===== src/rtl/hazard_control_pkg.sv =====
// hazard_control_pkg: shared pipeline stage-control types
package hazard_control_pkg;
  localparam int REG_IDX_W = 5;
  typedef logic [REG_IDX_W-1:0] reg_idx_t;
  typedef enum logic [1:0] {RUN = 2'd0, LU_STALL = 2'd1, FLUSH = 2'd2, MEM_WAIT = 2'd3} hc_state_e;
  typedef struct packed {
    logic fetch_enable;
    logic decode_enable;
    logic decode_stall_control;
    logic id_flush;
    logic ex_bubble;
    logic ex_hold;
  } stage_ctrl_t;
  localparam stage_ctrl_t CTRL_RUN   = 6'b110000;
  localparam stage_ctrl_t CTRL_LU    = 6'b001010;
  localparam stage_ctrl_t CTRL_FLUSH = 6'b100110;
  localparam stage_ctrl_t CTRL_MEM   = 6'b001001;
endpackage


===== src/rtl/hazard_control_if.sv =====
// hazard_control_if: pipeline hazard status in, stage controls out
interface hazard_control_if;
  import hazard_control_pkg::*;
  logic id_valid, id_uses_rs1, id_uses_rs2;
  reg_idx_t id_rs1, id_rs2;
  logic ex_valid, ex_is_load;
  reg_idx_t ex_rd;
  logic ex_branch_taken;
  logic dmem_req, dmem_ready;
  logic fetch_enable, decode_enable, decode_stall_control;
  logic id_flush, ex_bubble, ex_hold;
  modport master (
    output id_valid, id_uses_rs1, id_uses_rs2, id_rs1, id_rs2,
           ex_valid, ex_is_load, ex_rd, ex_branch_taken, dmem_req, dmem_ready,
    input  fetch_enable, decode_enable, decode_stall_control, id_flush, ex_bubble, ex_hold
  );
  modport slave (
    input  id_valid, id_uses_rs1, id_uses_rs2, id_rs1, id_rs2,
           ex_valid, ex_is_load, ex_rd, ex_branch_taken, dmem_req, dmem_ready,
    output fetch_enable, decode_enable, decode_stall_control, id_flush, ex_bubble, ex_hold
  );
endinterface


===== src/rtl/hazard_control.sv =====
// hazard_control: load-use / branch / memory-wait pipeline control FSM with stall counter
module hazard_control
  import hazard_control_pkg::*;
#(
  parameter int STALL_CNT_W = 16
) (
  input  logic                   clk,
  input  logic                   rst,
  hazard_control_if.slave        bus,
  input  logic                   stall_cnt_clr,
  output logic [1:0]             state,
  output logic [STALL_CNT_W-1:0] stall_count
);
  hc_state_e st, nxt;
  stage_ctrl_t ctrl;
  logic lu_hazard, mem_wait;
  assign lu_hazard = bus.id_valid & bus.ex_valid & bus.ex_is_load & (bus.ex_rd != '0) &
                     ((bus.id_uses_rs1 & (bus.id_rs1 == bus.ex_rd)) |
                      (bus.id_uses_rs2 & (bus.id_rs2 == bus.ex_rd)));
  assign mem_wait = bus.dmem_req & ~bus.dmem_ready;
  // Event priority: memory wait, then MEM_WAIT exit, FLUSH, branch, load-use
  always_comb begin
    ctrl = CTRL_RUN;
    nxt = RUN;
    if (mem_wait) begin
      ctrl = CTRL_MEM;
      nxt = MEM_WAIT;
    end else if (st == MEM_WAIT) begin
      ctrl = CTRL_RUN;
      nxt = RUN;
    end else if (st == FLUSH || bus.ex_branch_taken) begin
      ctrl = CTRL_FLUSH;
      nxt = (st == FLUSH) ? RUN : FLUSH;
    end else if (lu_hazard) begin
      ctrl = CTRL_LU;
      nxt = LU_STALL;
    end
  end
  assign bus.fetch_enable = ctrl.fetch_enable;
  assign bus.decode_enable = ctrl.decode_enable;
  assign bus.decode_stall_control = ctrl.decode_stall_control;
  assign bus.id_flush = ctrl.id_flush;
  assign bus.ex_bubble = ctrl.ex_bubble;
  assign bus.ex_hold = ctrl.ex_hold;
  assign state = st;
  // State register
  always_ff @(posedge clk or posedge rst)
    if (rst) st <= RUN;
    else st <= nxt;
  // Saturating stall counter; clear wins over increment
  always_ff @(posedge clk or posedge rst)
    if (rst) stall_count <= '0;
    else stall_count <= stall_cnt_clr ? '0 :
                        (ctrl.decode_stall_control && stall_count != '1) ? stall_count + 1'b1 : stall_count;
endmodule


===== src/flat_wrapper.sv =====
// flat-port wrapper written by rule: the top's interface ports become plain ports
module hazard_control_flat import hazard_control_pkg::*;
#(
  parameter int STALL_CNT_W = 16
)
  (clk, rst, stall_cnt_clr, state, stall_count, bus_id_valid, bus_id_uses_rs1, bus_id_uses_rs2, bus_id_rs1, bus_id_rs2, bus_ex_valid, bus_ex_is_load, bus_ex_rd, bus_ex_branch_taken, bus_dmem_req, bus_dmem_ready, bus_fetch_enable, bus_decode_enable, bus_decode_stall_control, bus_id_flush, bus_ex_bubble, bus_ex_hold);
  hazard_control_if bus_i ();
  input  logic clk;
  input  logic rst;
  input  logic stall_cnt_clr;
  output logic [1:0] state;
  output logic [STALL_CNT_W-1:0] stall_count;
  input wire logic [$bits(bus_i.id_valid)-1:0] bus_id_valid;
  input wire logic [$bits(bus_i.id_uses_rs1)-1:0] bus_id_uses_rs1;
  input wire logic [$bits(bus_i.id_uses_rs2)-1:0] bus_id_uses_rs2;
  input wire logic [$bits(bus_i.id_rs1)-1:0] bus_id_rs1;
  input wire logic [$bits(bus_i.id_rs2)-1:0] bus_id_rs2;
  input wire logic [$bits(bus_i.ex_valid)-1:0] bus_ex_valid;
  input wire logic [$bits(bus_i.ex_is_load)-1:0] bus_ex_is_load;
  input wire logic [$bits(bus_i.ex_rd)-1:0] bus_ex_rd;
  input wire logic [$bits(bus_i.ex_branch_taken)-1:0] bus_ex_branch_taken;
  input wire logic [$bits(bus_i.dmem_req)-1:0] bus_dmem_req;
  input wire logic [$bits(bus_i.dmem_ready)-1:0] bus_dmem_ready;
  output wire logic [$bits(bus_i.fetch_enable)-1:0] bus_fetch_enable;
  output wire logic [$bits(bus_i.decode_enable)-1:0] bus_decode_enable;
  output wire logic [$bits(bus_i.decode_stall_control)-1:0] bus_decode_stall_control;
  output wire logic [$bits(bus_i.id_flush)-1:0] bus_id_flush;
  output wire logic [$bits(bus_i.ex_bubble)-1:0] bus_ex_bubble;
  output wire logic [$bits(bus_i.ex_hold)-1:0] bus_ex_hold;
  assign bus_i.id_valid = bus_id_valid;
  assign bus_i.id_uses_rs1 = bus_id_uses_rs1;
  assign bus_i.id_uses_rs2 = bus_id_uses_rs2;
  assign bus_i.id_rs1 = bus_id_rs1;
  assign bus_i.id_rs2 = bus_id_rs2;
  assign bus_i.ex_valid = bus_ex_valid;
  assign bus_i.ex_is_load = bus_ex_is_load;
  assign bus_i.ex_rd = bus_ex_rd;
  assign bus_i.ex_branch_taken = bus_ex_branch_taken;
  assign bus_i.dmem_req = bus_dmem_req;
  assign bus_i.dmem_ready = bus_dmem_ready;
  assign bus_fetch_enable = bus_i.fetch_enable;
  assign bus_decode_enable = bus_i.decode_enable;
  assign bus_decode_stall_control = bus_i.decode_stall_control;
  assign bus_id_flush = bus_i.id_flush;
  assign bus_ex_bubble = bus_i.ex_bubble;
  assign bus_ex_hold = bus_i.ex_hold;
  hazard_control #(.STALL_CNT_W(STALL_CNT_W)) u_core (.clk(clk), .rst(rst), .bus(bus_i), .stall_cnt_clr(stall_cnt_clr), .state(state), .stall_count(stall_count));
endmodule

===== config.mk =====
export PLATFORM = sky130hd
export DESIGN_NAME = hazard_control_flat
export DESIGN_NICKNAME = d
export VERILOG_FILES = /design/src/rtl/hazard_control_pkg.sv /design/src/rtl/hazard_control_if.sv /design/src/rtl/hazard_control.sv /design/src/flat_wrapper.sv
export SDC_FILE = /design/constraint.sdc
export NUM_CORES = 1
export LEC_CHECK = 0
export ABC_AREA = 1
export CORE_UTILIZATION = 49
export DETAILED_ROUTE_END_ITERATION = 8
export GPL_TIMING_DRIVEN = 0
export PLACE_DENSITY_LB_ADDON = 0.05
export SLEW_MARGIN = 20
export SYNTH_ARGS = -nofsm -noshare
export SYNTH_HDL_FRONTEND = slang
export SYNTH_SLANG_ARGS = --single-unit

===== constraint.sdc =====
create_clock -name clk -period 3.2 [get_ports clk]
set_input_delay 0.64 -clock clk [delete_from_list [all_inputs] [get_ports clk]]
set_output_delay 0.64 -clock clk [all_outputs]
set_load 0.01 [all_outputs]

After elaboration in Yosys (flattened, before gate mapping)
Cells that the tools add are included.
W data, S select, Z words.
- add/sub/neg operators: 1
- eq/ne operators: 5
- mux-type cells: 11
- bitwise logic cells: 9
- reductions and logical operators: 4
- operator list (operator ; count):
    $mux W16 ; 2
    $mux W6 ; 4
    $add A16 B1 Y16 const B ; 1
    $ne A16 B16 Y1 const B ; 1
    $eq A5 B5 Y1 ; 2
    $mux W2 ; 4
    $and A1 B1 Y1 ; 7
    $reduce_bool A5 Y1 ; 1
    $eq A2 B2 Y1 const B ; 2
    $reduce_bool A2 Y1 ; 1
    $logic_and A1 B1 Y1 ; 1
    $logic_or A1 B1 Y1 ; 1
    $mux W1 ; 1
    $not A1 Y1 ; 1
    $or A1 B1 Y1 ; 1
- register bits after elaboration: 18
- bits of input ports: 26
- output and inout bits: 24
- logic and storage cells: 32

Logic depth before layout (Yosys ltp)
- word-level depth: 11
- depth in mapped cells: 12
- mapped depth without buffers: 11

Worst setup path after synthesis
No wires, ideal clock.
- kind: input port to output port
- start: in bus_dmem_req
- end: out bus_fetch_enable
- arrival time: 1.548 ns
- data required time: 2.560 ns
- setup slack: 1.012 ns
- stages: 6
- buffers on the path: 1
- path through: inv_1 -> nor2_1 -> inv_1 -> nand2_2 -> buf_2 -> inv_1
- cells in the longest elaborated chain, start to end: 2
- RTL lines (what ; RTL line ; source):
    from (decl) ; flat_wrapper.sv:22 ; input wire logic [$bits(bus_i.dmem_req)-1:0] bus_dmem_req;
    $and A1 B1 Y1 ; hazard_control.sv:20 ; assign mem_wait = bus.dmem_req & ~bus.dmem_ready;
    $mux W6 ; hazard_control.sv:25 ; if (mem_wait) begin
    to (decl) ; flat_wrapper.sv:24 ; output wire logic [$bits(bus_i.fetch_enable)-1:0] bus_fetch_enable;
No other way between the ends.

Worst setup path in the final report
- start: in bus_ex_rd[2]
- end: out bus_fetch_enable
- cells in the longest elaborated chain, start to end: 8
- elaborated cells on any way between the ends: 12
- those cells by class: 2 x eq/ne; 4 x mux; 5 x bitwise; 1 x reduce/logical
- RTL lines (what ; RTL line ; source):
    from (decl) ; flat_wrapper.sv:20 ; input wire logic [$bits(bus_i.ex_rd)-1:0] bus_ex_rd;
    $eq A5 B5 Y1, on equally long branches ; hazard_control.sv:18, hazard_control.sv:19 ;
    $and A1 B1 Y1, on equally long branches ; hazard_control.sv:18, hazard_control.sv:19 ;
    $or A1 B1 Y1 ; hazard_control.sv:18 ; ((bus.id_uses_rs1 & (bus.id_rs1 == bus.ex_rd)) |
    $and A1 B1 Y1 * ; hazard_control.sv:17 ; assign lu_hazard = bus.id_valid & bus.ex_valid & bus.ex_is_load & (bus.ex_rd != '0) &
    $mux W6 * ; hazard_control.sv:34 ; end else if (lu_hazard) begin
    $mux W6 * ; hazard_control.sv:31 ; end else if (st == FLUSH || bus.ex_branch_taken) begin
    $mux W6 * ; hazard_control.sv:28 ; end else if (st == MEM_WAIT) begin
    $mux W6 * ; hazard_control.sv:25 ;
Mark *: on every way between the ends. The rest lies on a longest branch, timed or not.

==> results.sh <==
export IMPL_cp_start_kind="input pin"
export IMPL_ys_types=24
export IMPL_seq_area_frac_synth_pct=31.5
export IMPL_crit_chain="clkdlybuf4s50_1 -> inv_2 -> nand2_1 -> nand2_1 -> nor2_1 -> nand3_1 -> nand2_1 -> nand3_1 -> nand2_4 -> inv_1 -> clkdlybuf4s50_1"
export IMPL_syn_inst=217
export IMPL_insertion_delay_ns=0.30
export IMPL_mappedNetlistNets=244
export IMPL_cp_end_kind="output port"
export IMPL_vias=1489
export IMPL_drc=0
export IMPL_netlist_area_um2=1430
export IMPL_first_pass_iters=4
export IMPL_ys_ff_latch=18
export IMPL_timing_critical_path_required_ns=2.56
export IMPL_dpl_worst_slack_ns=-0.233
export IMPL_cp_arrival_ns=2.39
export IMPL_yosys_warnings=0
export IMPL_wl_per_cell_um=11.6
export IMPL_area_growth_pct=40.5
export IMPL_fin_skew_ns=0.00182
export IMPL_crit_type="in2out"
export IMPL_syn_area_per_cell_um2=6.59
export IMPL_hold_class="reg2reg"
export IMPL_finalWorstSetupSlack_ns=0.166
export IMPL_gp_congestion=0.883
export IMPL_antenna_found_initial=0
export IMPL_drive_gt1_share_pct=7.41
export IMPL_netlist_area_leader_share_pct=31.5
export IMPL_worst_slew_pin_slew_ns=0.684
export IMPL_critPathMaxStageDelay_ns=0.52
export IMPL_cp_top_family="buffers and inverters"
export IMPL_synth_area_leader_cell="dfrtp_1"
export IMPL_synthFlopType="dfrtp_1"
export IMPL_std_cell_rows=19
export IMPL_powerDensity_nw_per_um2=241
export IMPL_hpwl_um=2620
export IMPL_dieArea_um2=3140
export IMPL_slew_viol_final=0
export IMPL_ios=50
export IMPL_antennaDiodeCount=0
export IMPL_grtUsageTotal_pct=24.2
export IMPL_cpMaxStageDelayCell="clkdlybuf4s50_1"
export IMPL_rsz0062_at_grt="no"
export IMPL_grt_max_degree=19
export IMPL_crit_path_max_fanout=12
export IMPL_drt_wl_total_um=3500
export IMPL_grt_pass1_wl_um=6070
export IMPL_dp_cells=297
export IMPL_min_period_ns=3.03
export IMPL_initial_utilization_pct=51.9
export IMPL_status="finished, final reports clean"
export IMPL_hold_violations=0
export IMPL_path_common_cell="nand2_1"
export IMPL_cap_viol_max_count=0
export IMPL_grt_overflow_total=0
export IMPL_cts_tree="built"
export IMPL_netlist_top_cells_area="dfrtp_1 (31%), nand2_1 (16%), nand3_1 (9.4%), inv_1 (8.7%), nand4_1 (7.4%)"
export IMPL_root_buffer="clkbuf_4"
export IMPL_p_leak_nw=1.13
export IMPL_slew_headroom_pct=54.4
export IMPL_synth_edf_count=0
export IMPL_power_mw=0.485
export IMPL_clkSlewWorstSetupHoldPaths_ns=0.10
export IMPL_first_global_vias=1355
export IMPL_cts_made_buffers=3
export IMPL_clock_sinks=18
export IMPL_drt_iter0_drc=64
export IMPL_critical_path_buf_inv_count=4
export IMPL_layout_cells_non_filler=301
export IMPL_post_route_period_util_pct=94.8
export IMPL_peakVddDrop_v=0.000208
export IMPL_setup_viol_count_final=0
export IMPL_async_flop_share_pct=100
export IMPL_die_h_um=56.0
export IMPL_cts_buffer_depth=2
export IMPL_via_per_inst=4.95
export IMPL_max_clock_freq_ghz=0.330
export IMPL_core_um2=2760
export IMPL_portBuffers=49
export IMPL_die_w_um=56.0
export IMPL_nNetsFinal=298
export IMPL_ctsHoldBuffers=0
export IMPL_htreeDepth=1
export IMPL_ant_nets=0
-- power breakdown --
group          leakage, nW  internal [mW]  switching, mW  total (mW)
combinational        0.863         0.0569         0.0524       0.109
sequential           0.248          0.231        0.00355       0.234
clock               0.0210         0.0694         0.0722       0.142
-- per-layer routing --
layer,GRT usage [%],vias to the layer above,wire length [µm]
met1,32.6,649,1630
met3,3.72,7,184
li1,-,793,-
met5,0,-,0
met2,38.9,40,1630
met4,9.41,0,60
-- per-stage QoR --
step	hold WS [ns]	utilization, %	TNS, ns	cell area [µm²]
2_1_floorplan	0.541	-	0	1430
3_3_place_gp	0.513	71.1	-0.267	1960
3_5_place_dp	0.506	71.1	-0.396	1960
4_1_cts	0.524	72.9	0	2010
5_1_grt	0.590	72.9	0	2010
6_report	0.525	72.9	0	2010
-- flip-flops by register name, indices dropped and copies added, names as in the netlist --
name / count
u_core.stall_count: 16
u_core.state: 2
-- timing repair --
action,CTS,global route
endpoints found under the setup margin,2,2
buffers inserted,1,0
resized for setup,3,3
pin swaps,1,0
-- kinds of logic after synthesis --
family                   Yosys count  synth area share [%]
XOR/XNOR                          13                  7.96
AND/OR/NAND/NOR                  137                  45.9
adder cells (fa/ha/maj)            1                 0.875
AO/OA/AOI/OAI                      3                  1.22
flip-flops                        18                  31.5
buffers and inverters             45                  12.5
-- cells in the mapped netlist, types with 2 or more instances --
library cell and number:
nand2_1 62, inv_1 33, nand3_1 27, nor2_1 23
dfrtp_1 18, nand4_1 17, xor2_1 12, inv_2 6
buf_1 3, buf_2 2
-- cells in the final DEF (no fill, tap or decap), types with 2 or more instances in the layout --
| cell | n |
|---|---|
| inv_1 | 33 |
| clkdlybuf4s50_1 | 45 |
| dlymetal6s2s_1 | 3 |
| nand3_1 | 27 |
| clkbuf_4 | 3 |
| inv_2 | 6 |
| xor2_1 | 12 |
| nand4_1 | 17 |
| nand2_4 | 2 |
| nor2_1 | 23 |
| dfrtp_1 | 18 |
| buf_1 | 3 |
| nand2_1 | 62 |
-- worst reg2reg max path: cells and delay by family (launching register included) --
family	cells	cell delay, ns
AND/OR/NAND/NOR	6	0.73
buffers and inverters	2	0.35
adder cells (fa/ha/maj)	1	0.23
flip-flops	1	0.45
-- cell type report --
cell class	count	area, µm²
Buffer	5	27.5
Sequential cell	18	450
Multi-Input combinational cell	154	806
Inverter	39	146
Tap cell	31	38.8
Clock buffer	4	36.3
Timing Repair Buffer	50	504
Fill cell	231	748
-- path summary, 6_finish.rpt --
| path | from | endpoint | slack (ns) | cells after the start |
|---|---|---|---|---|
| setup / recovery | bus_ex_rd[2] | bus_fetch_enable | 0.17 | 11 |
| hold / removal | u_core.state[1] | u_core.state[1] | 0.52 | 1 |
| setup reg to reg | u_core.stall_count[0] | u_core.stall_count[13] | 1.33 | 9 |
| hold reg to reg | u_core.state[1] | u_core.state[1] | 0.52 | 1 |
| max in group asynchronous | rst | u_core.stall_count[15] | 2.03 | 2 |
| min in group asynchronous | rst | u_core.stall_count[7] | 0.73 | 2 |
Power figures use the tool's default switching activity.
